### config.mk
export PLATFORM = sky130hd
export DESIGN_NAME = coin_pulse_conditioner_flat
export DESIGN_NICKNAME = d
export VERILOG_FILES = /design/src/rtl/coin_pulse_conditioner_pkg.sv /design/src/rtl/coin_pulse_conditioner_if.sv /design/src/rtl/coin_pulse_conditioner_debounce.sv /design/src/rtl/coin_pulse_conditioner.sv /design/src/flat_wrapper.sv
export SDC_FILE = /design/constraint.sdc
export NUM_CORES = 1
export LEC_CHECK = 0
export CORE_MARGIN = 1
export CORE_UTILIZATION = 63
export DETAILED_ROUTE_END_ITERATION = 16
export PLACE_DENSITY = 0.86
export SYNTH_ARGS = -nofsm -noshare
export SYNTH_HDL_FRONTEND = slang
export SYNTH_SLANG_ARGS = --single-unit
export TNS_END_PERCENT = 20
### constraint.sdc
create_clock -name clk -period 3.7 [get_ports clk]
set_input_delay 0.555 -clock clk [delete_from_list [all_inputs] [get_ports clk]]
set_output_delay 0.555 -clock clk [all_outputs]
set_load 0.01 [all_outputs]
### src/rtl/coin_pulse_conditioner_pkg.sv
// coin_pkg: shared definitions for the coin pulse conditioner.
//   - state_t        : arbitration/lockout FSM states (IDLE, EMIT, LOCK)
//   - CH_*           : channel indices into the per-channel vectors
//   - VAL_*          : coin values credited per accepted coin
//   - CREDIT_MAX     : saturation ceiling of the optional credit total
//   - credit_add()   : saturating add used by the credit accumulator
package coin_pkg;

    typedef enum logic [1:0] {
        IDLE,
        EMIT,
        LOCK
    } state_t;

    localparam int unsigned NUM_CH  = 3;
    localparam int unsigned CH_ONE  = 0;
    localparam int unsigned CH_TWO  = 1;
    localparam int unsigned CH_FIVE = 2;

    localparam logic [7:0] VAL_ONE  = 8'd1;
    localparam logic [7:0] VAL_TWO  = 8'd2;
    localparam logic [7:0] VAL_FIVE = 8'd5;

    localparam logic [7:0] CREDIT_MAX = 8'd255;

    function automatic logic [7:0] credit_add(input logic [7:0] total, input logic [7:0] val);
        logic [8:0] sum;
        sum = {1'b0, total} + {1'b0, val};
        return (sum > {1'b0, CREDIT_MAX}) ? CREDIT_MAX : sum[7:0];
    endfunction

endpackage

### src/rtl/coin_pulse_conditioner_if.sv
// Coin sensor / coin strobe bundle between the sensor side and the conditioner.
//   master : drives one_raw, two_raw, five_raw; observes the strobes
//   slave  : the conditioner; samples the raw levels, drives
//            one_pulse, two_pulse, five_pulse, reject, busy
//            (and credit_total when COIN_CREDIT_EN is defined)
interface coin_pulse_conditioner_if;

    logic one_raw;
    logic two_raw;
    logic five_raw;
    logic one_pulse;
    logic two_pulse;
    logic five_pulse;
    logic reject;
    logic busy;
`ifdef COIN_CREDIT_EN
    logic [7:0] credit_total;
`endif

    modport master (
        output one_raw, two_raw, five_raw,
        input  one_pulse, two_pulse, five_pulse, reject, busy
`ifdef COIN_CREDIT_EN
        , input credit_total
`endif
    );

    modport slave (
        input  one_raw, two_raw, five_raw,
        output one_pulse, two_pulse, five_pulse, reject, busy
`ifdef COIN_CREDIT_EN
        , output credit_total
`endif
    );

endinterface

### src/rtl/coin_pulse_conditioner_debounce.sv
// coin_debounce: one coin-sensor channel.
//   clk, reset : system clock, synchronous active-high reset
//   raw        : asynchronous, bouncy sensor level
//   rise       : high for the single cycle in which the debounced level
//                is about to update 0->1
// Two-flop synchroniser, then a counter that must see the synchronised
// level differ from the stable level for DEBOUNCE_CYCLES consecutive
// samples before the stable level follows it.
module coin_debounce #(
    parameter int unsigned DEBOUNCE_CYCLES = 4,
    parameter int unsigned CNT_W           = 8
) (
    input  logic clk,
    input  logic reset,
    input  logic raw,
    output logic rise
);

    localparam logic [CNT_W-1:0] CNT_LAST = CNT_W'(DEBOUNCE_CYCLES - 1);

    logic             meta;
    logic             sync;
    logic             stable;
    logic [CNT_W-1:0] cnt;
    logic             update;

    // Decoded purely from registers, so the top can register the coin
    // pulse on the same edge that the stable level updates.
    always_comb begin
        update = (sync != stable) && (cnt == CNT_LAST);
        rise   = update && sync;
    end

    always_ff @(posedge clk) begin
        if (reset) begin
            meta   <= 1'b0;
            sync   <= 1'b0;
            stable <= 1'b0;
            cnt    <= '0;
        end else begin
            meta <= raw;
            sync <= meta;
            if (sync == stable) begin
                cnt <= '0;
            end else if (update) begin
                stable <= sync;
                cnt    <= '0;
            end else begin
                cnt <= cnt + 1'b1;
            end
        end
    end

endmodule

### src/rtl/coin_pulse_conditioner.sv
// coin_pulse_conditioner: debounces three coin sensors, arbitrates them
// (FIVE > TWO > ONE) and emits one single-cycle strobe per accepted coin,
// followed by a lockout window during which new detections are rejected.
//   clk, reset : system clock, synchronous active-high reset
//   bus        : coin_pulse_conditioner_if.slave
//                raw inputs one_raw/two_raw/five_raw,
//                strobes one_pulse/two_pulse/five_pulse/reject, level busy
// Optional: define COIN_CREDIT_EN to add bus.credit_total, a saturating
// running total of accepted coin values.
module coin_pulse_conditioner
    import coin_pkg::*;
#(
    parameter int unsigned DEBOUNCE_CYCLES = 4,
    parameter int unsigned LOCKOUT_CYCLES  = 8,
    parameter int unsigned CNT_W           = 8
) (
    input logic                      clk,
    input logic                      reset,
    coin_pulse_conditioner_if.slave  bus
);

    localparam logic [CNT_W-1:0] LOCK_LOAD = CNT_W'(LOCKOUT_CYCLES - 1);

    logic [NUM_CH-1:0] raw_vec;
    logic [NUM_CH-1:0] rise;

    always_comb begin
        raw_vec          = '0;
        raw_vec[CH_ONE]  = bus.one_raw;
        raw_vec[CH_TWO]  = bus.two_raw;
        raw_vec[CH_FIVE] = bus.five_raw;
    end

    for (genvar g = 0; g < NUM_CH; g++) begin : g_ch
        coin_debounce #(
            .DEBOUNCE_CYCLES (DEBOUNCE_CYCLES),
            .CNT_W           (CNT_W)
        ) u_debounce (
            .clk   (clk),
            .reset (reset),
            .raw   (raw_vec[g]),
            .rise  (rise[g])
        );
    end

    state_t            state, state_nx;
    logic [CNT_W-1:0]  lock_cnt, lock_cnt_nx;
    logic [NUM_CH-1:0] pulse_q, pulse_nx;
    logic              reject_q, reject_nx;
    logic              busy_q;
    logic              multi;

    always_comb begin
        state_nx    = state;
        lock_cnt_nx = lock_cnt;
        pulse_nx    = '0;
        reject_nx   = 1'b0;
        multi       = (rise[CH_ONE] & rise[CH_TWO]) |
                      (rise[CH_ONE] & rise[CH_FIVE]) |
                      (rise[CH_TWO] & rise[CH_FIVE]);
        case (state)
            IDLE: begin
                if (|rise) begin
                    state_nx  = EMIT;
                    reject_nx = multi;
                    if (rise[CH_FIVE])
                        pulse_nx[CH_FIVE] = 1'b1;
                    else if (rise[CH_TWO])
                        pulse_nx[CH_TWO] = 1'b1;
                    else
                        pulse_nx[CH_ONE] = 1'b1;
                end
            end
            EMIT: begin
                state_nx    = LOCK;
                lock_cnt_nx = LOCK_LOAD;
                reject_nx   = |rise;
            end
            LOCK: begin
                // A detect on the LOCK->IDLE edge is dropped as well.
                reject_nx = |rise;
                if (lock_cnt == '0)
                    state_nx = IDLE;
                else
                    lock_cnt_nx = lock_cnt - 1'b1;
            end
            default: state_nx = IDLE;
        endcase
    end

    always_ff @(posedge clk) begin
        if (reset) begin
            state    <= IDLE;
            lock_cnt <= '0;
            pulse_q  <= '0;
            reject_q <= 1'b0;
            busy_q   <= 1'b0;
        end else begin
            state    <= state_nx;
            lock_cnt <= lock_cnt_nx;
            pulse_q  <= pulse_nx;
            reject_q <= reject_nx;
            busy_q   <= (state_nx != IDLE);
        end
    end

    assign bus.one_pulse  = pulse_q[CH_ONE];
    assign bus.two_pulse  = pulse_q[CH_TWO];
    assign bus.five_pulse = pulse_q[CH_FIVE];
    assign bus.reject     = reject_q;
    assign bus.busy       = busy_q;

`ifdef COIN_CREDIT_EN
    logic [7:0] credit_q;
    logic [7:0] credit_val;

    always_comb begin
        credit_val = '0;
        if (pulse_q[CH_FIVE])
            credit_val = VAL_FIVE;
        else if (pulse_q[CH_TWO])
            credit_val = VAL_TWO;
        else if (pulse_q[CH_ONE])
            credit_val = VAL_ONE;
    end

    always_ff @(posedge clk) begin
        if (reset)
            credit_q <= '0;
        else if (|pulse_q)
            credit_q <= credit_add(credit_q, credit_val);
    end

    assign bus.credit_total = credit_q;
`endif

endmodule

### src/flat_wrapper.sv
// flat-port wrapper written by rule: the top's interface ports become plain ports
module coin_pulse_conditioner_flat import coin_pkg::*;
#(
    parameter int unsigned DEBOUNCE_CYCLES = 4,
    parameter int unsigned LOCKOUT_CYCLES  = 8,
    parameter int unsigned CNT_W           = 8
)
  (clk, reset, bus_one_raw, bus_two_raw, bus_five_raw, bus_one_pulse, bus_two_pulse, bus_five_pulse, bus_reject, bus_busy);
  coin_pulse_conditioner_if bus_i ();
  input logic clk;
  input logic reset;
  input wire logic [$bits(bus_i.one_raw)-1:0] bus_one_raw;
  input wire logic [$bits(bus_i.two_raw)-1:0] bus_two_raw;
  input wire logic [$bits(bus_i.five_raw)-1:0] bus_five_raw;
  output wire logic [$bits(bus_i.one_pulse)-1:0] bus_one_pulse;
  output wire logic [$bits(bus_i.two_pulse)-1:0] bus_two_pulse;
  output wire logic [$bits(bus_i.five_pulse)-1:0] bus_five_pulse;
  output wire logic [$bits(bus_i.reject)-1:0] bus_reject;
  output wire logic [$bits(bus_i.busy)-1:0] bus_busy;
  assign bus_i.one_raw = bus_one_raw;
  assign bus_i.two_raw = bus_two_raw;
  assign bus_i.five_raw = bus_five_raw;
  assign bus_one_pulse = bus_i.one_pulse;
  assign bus_two_pulse = bus_i.two_pulse;
  assign bus_five_pulse = bus_i.five_pulse;
  assign bus_reject = bus_i.reject;
  assign bus_busy = bus_i.busy;
  coin_pulse_conditioner #(.DEBOUNCE_CYCLES(DEBOUNCE_CYCLES), .LOCKOUT_CYCLES(LOCKOUT_CYCLES), .CNT_W(CNT_W)) u_core (.clk(clk), .reset(reset), .bus(bus_i));
endmodule
==> results of run 1 <==
==> per-layer routing <==
layer	wire, um	global-route usage	vias up
met5	0	0	-
met4	70	0.116	0
met3	178	0.0628	12
met2	1890	0.417	54
met1	1510	0.256	743
li1	-	-	774
==> worst paths after layout <==
kind / to / slack, ns / depth (start not counted)
setup / recovery: u_core.lock_cnt[7]$_SDFFE_PP0P_ / 1.70 / 5
hold / removal: u_core.g_ch[0].u_debounce.sync$_SDFF_PP0_ / 0.45 / 1
setup reg to reg: u_core.bus.busy$_SDFF_PP0_ / 1.72 / 5
hold reg to reg: u_core.g_ch[0].u_debounce.sync$_SDFF_PP0_ / 0.45 / 1
==> sequential cells by signal, indices dropped and copies added (netlist names) <==
name and cells:
u_core.lock_cnt 8, u_core.g_ch.u_debounce.meta 3, u_core.bus.busy 1, u_core.bus.reject 1, u_core.state 2, u_core.g_ch.u_debounce.stable 3
u_core.g_ch.u_debounce.sync 3, u_core.g_ch.u_debounce.cnt 24, u_core.pulse_q 3
==> kinds of logic after synthesis <==
kind of cell | synth area share
AND/OR/NAND/NOR | 0.277
flip-flops | 0.457
XOR/XNOR | 0.100
AO/OA/AOI/OAI | 0.0726
adder cells (fa/ha/maj) | 0.0476
buffers and inverters | 0.0262
multiplexers | 0.0196
==> cells in the mapped netlist, types with 3 or more instances <==
cell type,count,area (um2)
or3_1,4,25.0
nor3_1,8,40.0
nor2_1,37,139
nand3_1,12,60.1
dfxtp_1,48,961
nand2_1,6,22.5
mux2i_1,3,30.0
ha_1,8,100
inv_1,9,33.8
nor2b_1,10,62.6
and3_1,4,25.0
or4b_1,3,30.0
xor2_1,13,114
xnor2_1,11,96.3
clkbuf_1,3,11.3
a211oi_1,4,30.0
==> cells in the final DEF (no fill, tap or decap), types with 3 or more instances in the layout <==
cell,count
dfxtp_1,48
nor2_1,37
xor2_1,13
nand3_1,12
xnor2_1,11
nor2b_1,10
inv_1,9
clkdlybuf4s50_1,9
nor3_1,8
ha_1,8
nand2_1,6
clkbuf_4,5
or3_1,4
and3_1,4
a211oi_1,4
or4b_1,3
mux2i_1,3
==> area by class of cell <==
| type | count | share of cell area |
|---|---|---|
| clock buffer | 8 | 0.0257 |
| multi-input combinational | 157 | 0.475 |
| sequential | 48 | 0.421 |
| tap | 44 | 0.0241 |
| inverter | 9 | 0.0148 |
| timing repair buffer | 9 | 0.0394 |
==> through the flow <==
stage / hold WS (ns) / setup slack, ns
finish: 0.453 / 1.70
global route: 0.473 / 1.64
CTS: 0.456 / 1.73
detailed placement: 0.426 / 1.35
global placement: 0.418 / 1.44
floorplan: 0.413 / 1.93
==> power breakdown <==
part,total (mW),internal (mW),leakage [nW],switching (mW)
combinational,0.0188,0.00914,0.387,0.00970
clock,0.245,0.0940,0.0326,0.151
sequential,0.523,0.521,0.388,0.00275
total,0.787,0.624,0.808,0.163
==> impl_metrics.yaml, run 1 <==
logic_synthesis:
  syn_inst: 219
  ys_seq_elements: 48
  yosysUniqueCellTypes: 44
  yosys_warnings: 0
  synth_edf_count: 0
  syn_avg_cell_area_um2: 9.60
  seq_area_frac_synth: 0.457
  syn_nets: 232
  ys.flop_type: "dfxtp_1"
  synth.cell_area_um2: 2100
  synthArstFlopShare: 0
critical_path:
  crit_slowest_cell: "clkdlybuf4s50_1"
  path_delay_family: "buffers and inverters"
  end_kind: "flop"
  crit_buf_inv: 1
  cp_max_fo: 26
  crit_type: "input port to flop"
  crit_chain: "clkdlybuf4s50_1 > nor2_1 > and4_1 > o21ai_0 > o31ai_1"
  slowest_delay_ns: 1.05
  critPathArrivalTime_ns: 2.23
  r2r-start: "u_core.g_ch[0].u_debounce.cnt[0]$_SDFF_PP0_"
  worstSetupStartpoint: "reset"
  worstPathRequired_ns: 3.94
  cp-start-kind: "input port"
global_routing:
  antenna_found_initial: 0
  grt_pass1_vias: 1603
  grt_first_pass_wirelength_mm: 6.30
  grt_max_degree: 27
  grt_overflow: 0
  track_usage: 0.235
placed_design:
  dpl.hpwl_mm: 2.70
  place_congestion: 0.806
  placed_area_um2: 2230
  port-buffer-count: 9
  placedCellCount: 267
finish:
  fin_cells: 275
  design_area_um2: 2280
  area_growth_pct: 8.69
  seq_area_um2: 961
  antennaDiodeCount: 0
  fillers: 236
  post-route-util: 0.736
  drive_above_1_share: 0.0779
  finish.net_count: 243
  multiInputGateArea_um2: 1090
drt:
  via_count: 1583
  dr.pass1.iters: 4
  wl_per_cell_um: 13.3
  drt_iter0_drc: 94
  routed_wl_mm: 3.65
  ant_nets: 0
  via_per_inst: 5.76
  drcViolationCount: 0
cts:
  post_cts_buffers: 0
  clock_path_buffers: 2
  htree_levels: 2
  cts_buffers: 5
  cts.sinks: 48
  cts_tree: "yes"
  cts_resized: 0
  clk_pin_slew_ns: 0.12
  clk_latency_ns: 0.35
  cts-root-buf: "clkbuf_4"
  cts.hold.buffers_added: 0
floorplanning:
  start_util: 0.677
  coreArea_um2: 3100
  die_h_um: 59.8
  die_w_um: 59.8
  row_count: 20
  die-area_um2: 3570
  ios: 10
sta:
  rsz0062_at_grt: "no"
  timing.fmax_ghz: 0.501
  period_share: 0.540
  fin_worst_skew_ns: 0.00566
  hold_violations: 0
  tightest_slew_ns: 0.891
  slew_viol_final: 0
  min_period_ns: 2.00
  setup_viol: 0
  fin_tns_setup_ns: 0
  relSlewSlack: 0.404
worst_hold_path:
  hp-start: "u_core.g_ch[0].u_debounce.meta$_SDFF_PP0_"
  hp-class: "flop to flop"
pwr:
  power.ir.vdd_worst_mv: 0.294
  power_uw: 787
  p_leak_nw: 0.808
  p_per_area_nw_per_um2: 345
status:
  status: "finished, final reports clean"
flow_run:
  drv_cap: 0
(Power assumes the default switching activity.)
==> run 2: changes to the inputs <==
--- a/config.mk
+++ b/config.mk
@@ -6,9 +6,9 @@
 export NUM_CORES = 1
 export LEC_CHECK = 0
 export CORE_MARGIN = 1
-export CORE_UTILIZATION = 63
+export CORE_UTILIZATION = 53
 export DETAILED_ROUTE_END_ITERATION = 16
-export PLACE_DENSITY = 0.86
+export PLACE_DENSITY = 0.77
 export SYNTH_ARGS = -nofsm -noshare
 export SYNTH_HDL_FRONTEND = slang
 export SYNTH_SLANG_ARGS = --single-unit
==> constraint.sdc (replaced) <==
create_clock -name clk -period 1.8 [get_ports clk]
set_input_delay 0.27 -clock clk [delete_from_list [all_inputs] [get_ports clk]]
set_output_delay 0.27 -clock clk [all_outputs]
set_load 0.01 [all_outputs]
==> impl_metrics.yaml, run 2 (same netlist as run 1, synthesis figures left out) <==
pwr:
  p_leak_nw: 0.950
  p_clk_frac: 0.420
  power_mw: 1.94
  power.ir.vdd_worst_mv: 0.513
  swShare: 0.201
  p_switching_uw: 389
  p_int_mw: 1.55
  p_per_area_nw_per_um2: 759
  seq_power_share: 0.554
  combPwrFrac: 0.026
sta:
  fin_ws_ns: -0.0161
  min_period_ns: 1.82
  tightest_slew_ns: 0.444
  fin_tns_setup_ns: -0.0252
  setup_viol: 2
  rsz0062_at_grt: "yes"
  fin_worst_skew_ns: 0.00620
  timing.fmax_ghz: 0.551
  slew_viol_final: 0
  relSlewSlack: 0.702
  hold_violations: 0
  period_share: 1.01
finish:
  drive_above_1_share: 0.219
  finish.net_count: 259
  largest_reg_flops: 24
  fillers: 305
  top_regs: "u_core.g_ch.u_debounce.cnt (24), u_core.lock_cnt (8)"
  antennaDiodeCount: 0
  post-route-util: 0.683
  area_growth_pct: 21.7
  top_register: "u_core.g_ch.u_debounce.cnt"
  layout_commonest_cell: "dfxtp_1"
  final_cell_mix: "41 x dfxtp_1, 37 x nor2_1, 15 x buf_4, 13 x xor2_1, 12 x nand3_1"
floorplanning:
  die_w_um: 65.0
  die_h_um: 65.0
  coreArea_um2: 3740
  row_count: 22
  start_util: 0.561
  die-area_um2: 4220
  ios: 10
cts:
  clock_path_buffers: 2
  clk_pin_slew_ns: 0.09
  clk_latency_ns: 0.31
  cts.sinks: 48
  cts.hold.buffers_added: 0
  htree_levels: 2
  cts_buffers: 5
  cts_tree: "yes"
  cts-root-buf: "clkbuf_8"
worst_hold_path:
  hp-start: "u_core.g_ch[2].u_debounce.meta$_SDFF_PP0_"
  worst_hold_path.num_cells: 1
  hp-class: "flop to flop"
global_routing:
  antenna_found_initial: 0
  gr-usage-met2: 0.299
  grt_max_degree: 27
  grt.met1_usage: 0.245
  grt_first_pass_wirelength_mm: 6.19
  track_usage: 0.196
  grt_pass1_vias: 1369
  grt.busiest_layer: "met2"
  grt_overflow: 0
  gr-usage-met3: 0.0616
critical_path:
  crit_slowest_cell: "or4b_4"
  worstSetupStartpoint: "u_core.g_ch[1].u_debounce.cnt[0]$_SDFF_PP0_"
  crit_cells: 5
  r2r_cells: 5
  slowest_delay_ns: 0.46
  worstPathRequired_ns: 2.01
  crit_buf_inv: 0
  crit_type: "flop to flop"
  r2r-start: "u_core.g_ch[1].u_debounce.cnt[0]$_SDFF_PP0_"
  cp-start-kind: "flop"
  cp_max_fo: 4
  end_kind: "flop"
  path_delay_family: "simple AND/OR/NAND/NOR gates"
  critPathArrivalTime_ns: 2.03
  crit_chain: "ha_1 > or4b_4 > and4bb_4 > nor3_2 > a2111oi_2"
drt:
  wl_per_cell_um: 13.0
  drcViolationCount: 0
  ant_nets: 0
  drt_iter0_drc: 106
  routed_wl_mm: 3.82
  via_count: 1560
  dr.pass1.iters: 4
  via_per_inst: 5.29
placed_design:
  place_congestion: 0.798
  port-buffer-count: 9
  place_ws_ns: 0.0120
  dpl.hpwl_mm: 2.38
status:
  status: "finished, violations left"
  failed_checks: "setup timing"
flow_run:
  drv_cap: 0
[run 2: timing repair]
| action | CTS | global route |
|---|---|---|
| setup buffers | 3 | 3 |
| endpoints found under the setup margin | 1 | 17 |
| resized for setup | 7 | 14 |
| pin swaps | 3 | 3 |
| cloned | 0 | 0 |
[run 2: layer usage]
metal / part of all wire / up-vias
met2: 0.46 / 22
met4: 0.024 / 0
met5: 0 / -
li1: - / 815
met1: 0.49 / 715
met3: 0.028 / 8
[run 2: path summary, 6_finish.rpt]
check,to,slack [ns]
worst max-delay path,u_core.bus.busy$_SDFF_PP0_,-0.02
worst min-delay path,u_core.g_ch[2].u_debounce.sync$_SDFF_PP0_,0.45
worst max register to register,u_core.bus.busy$_SDFF_PP0_,-0.02
worst min register to register,u_core.g_ch[2].u_debounce.sync$_SDFF_PP0_,0.45
[run 2: metrics by stage]
stage,std cells,hold WS [ns],cell area [um2]
2_1_floorplan,219,0.398,2100
3_3_place_gp,281,0.418,2320
3_5_place_dp,281,0.429,2320
4_1_cts,292,0.449,2480
5_1_grt,295,0.462,2560
6_report,295,0.445,2560
[run 2: final cells by class]
| cell class | count | area, um2 | share of cell area |
|---|---|---|---|
| clock inverters | 2 | 38.8 | 0.0152 |
| repair buffers | 25 | 223 | 0.0871 |
| inverters | 9 | 33.8 | 0.0132 |
| clock buffers | 6 | 82.6 | 0.0323 |
| flip-flops and latches | 48 | 970 | 0.379 |
| multi-input cells | 157 | 1150 | 0.450 |
| well taps | 48 | 60.1 | 0.0235 |
[run 2: power groups by stage]
| stage | clock network [mW] | registers, mW | logic [mW] |
|---|---|---|---|
| final | 0.815 | 1.08 | 0.0499 |
| after detailed placement | 0 | 1.10 | 0.0444 |
| after floorplan | 0 | 1.10 | 0.0253 |
| after global placement | 0 | 1.10 | 0.0444 |
| after global routing | 0.885 | 1.08 | 0.0556 |
| after CTS | 0.838 | 1.07 | 0.0470 |
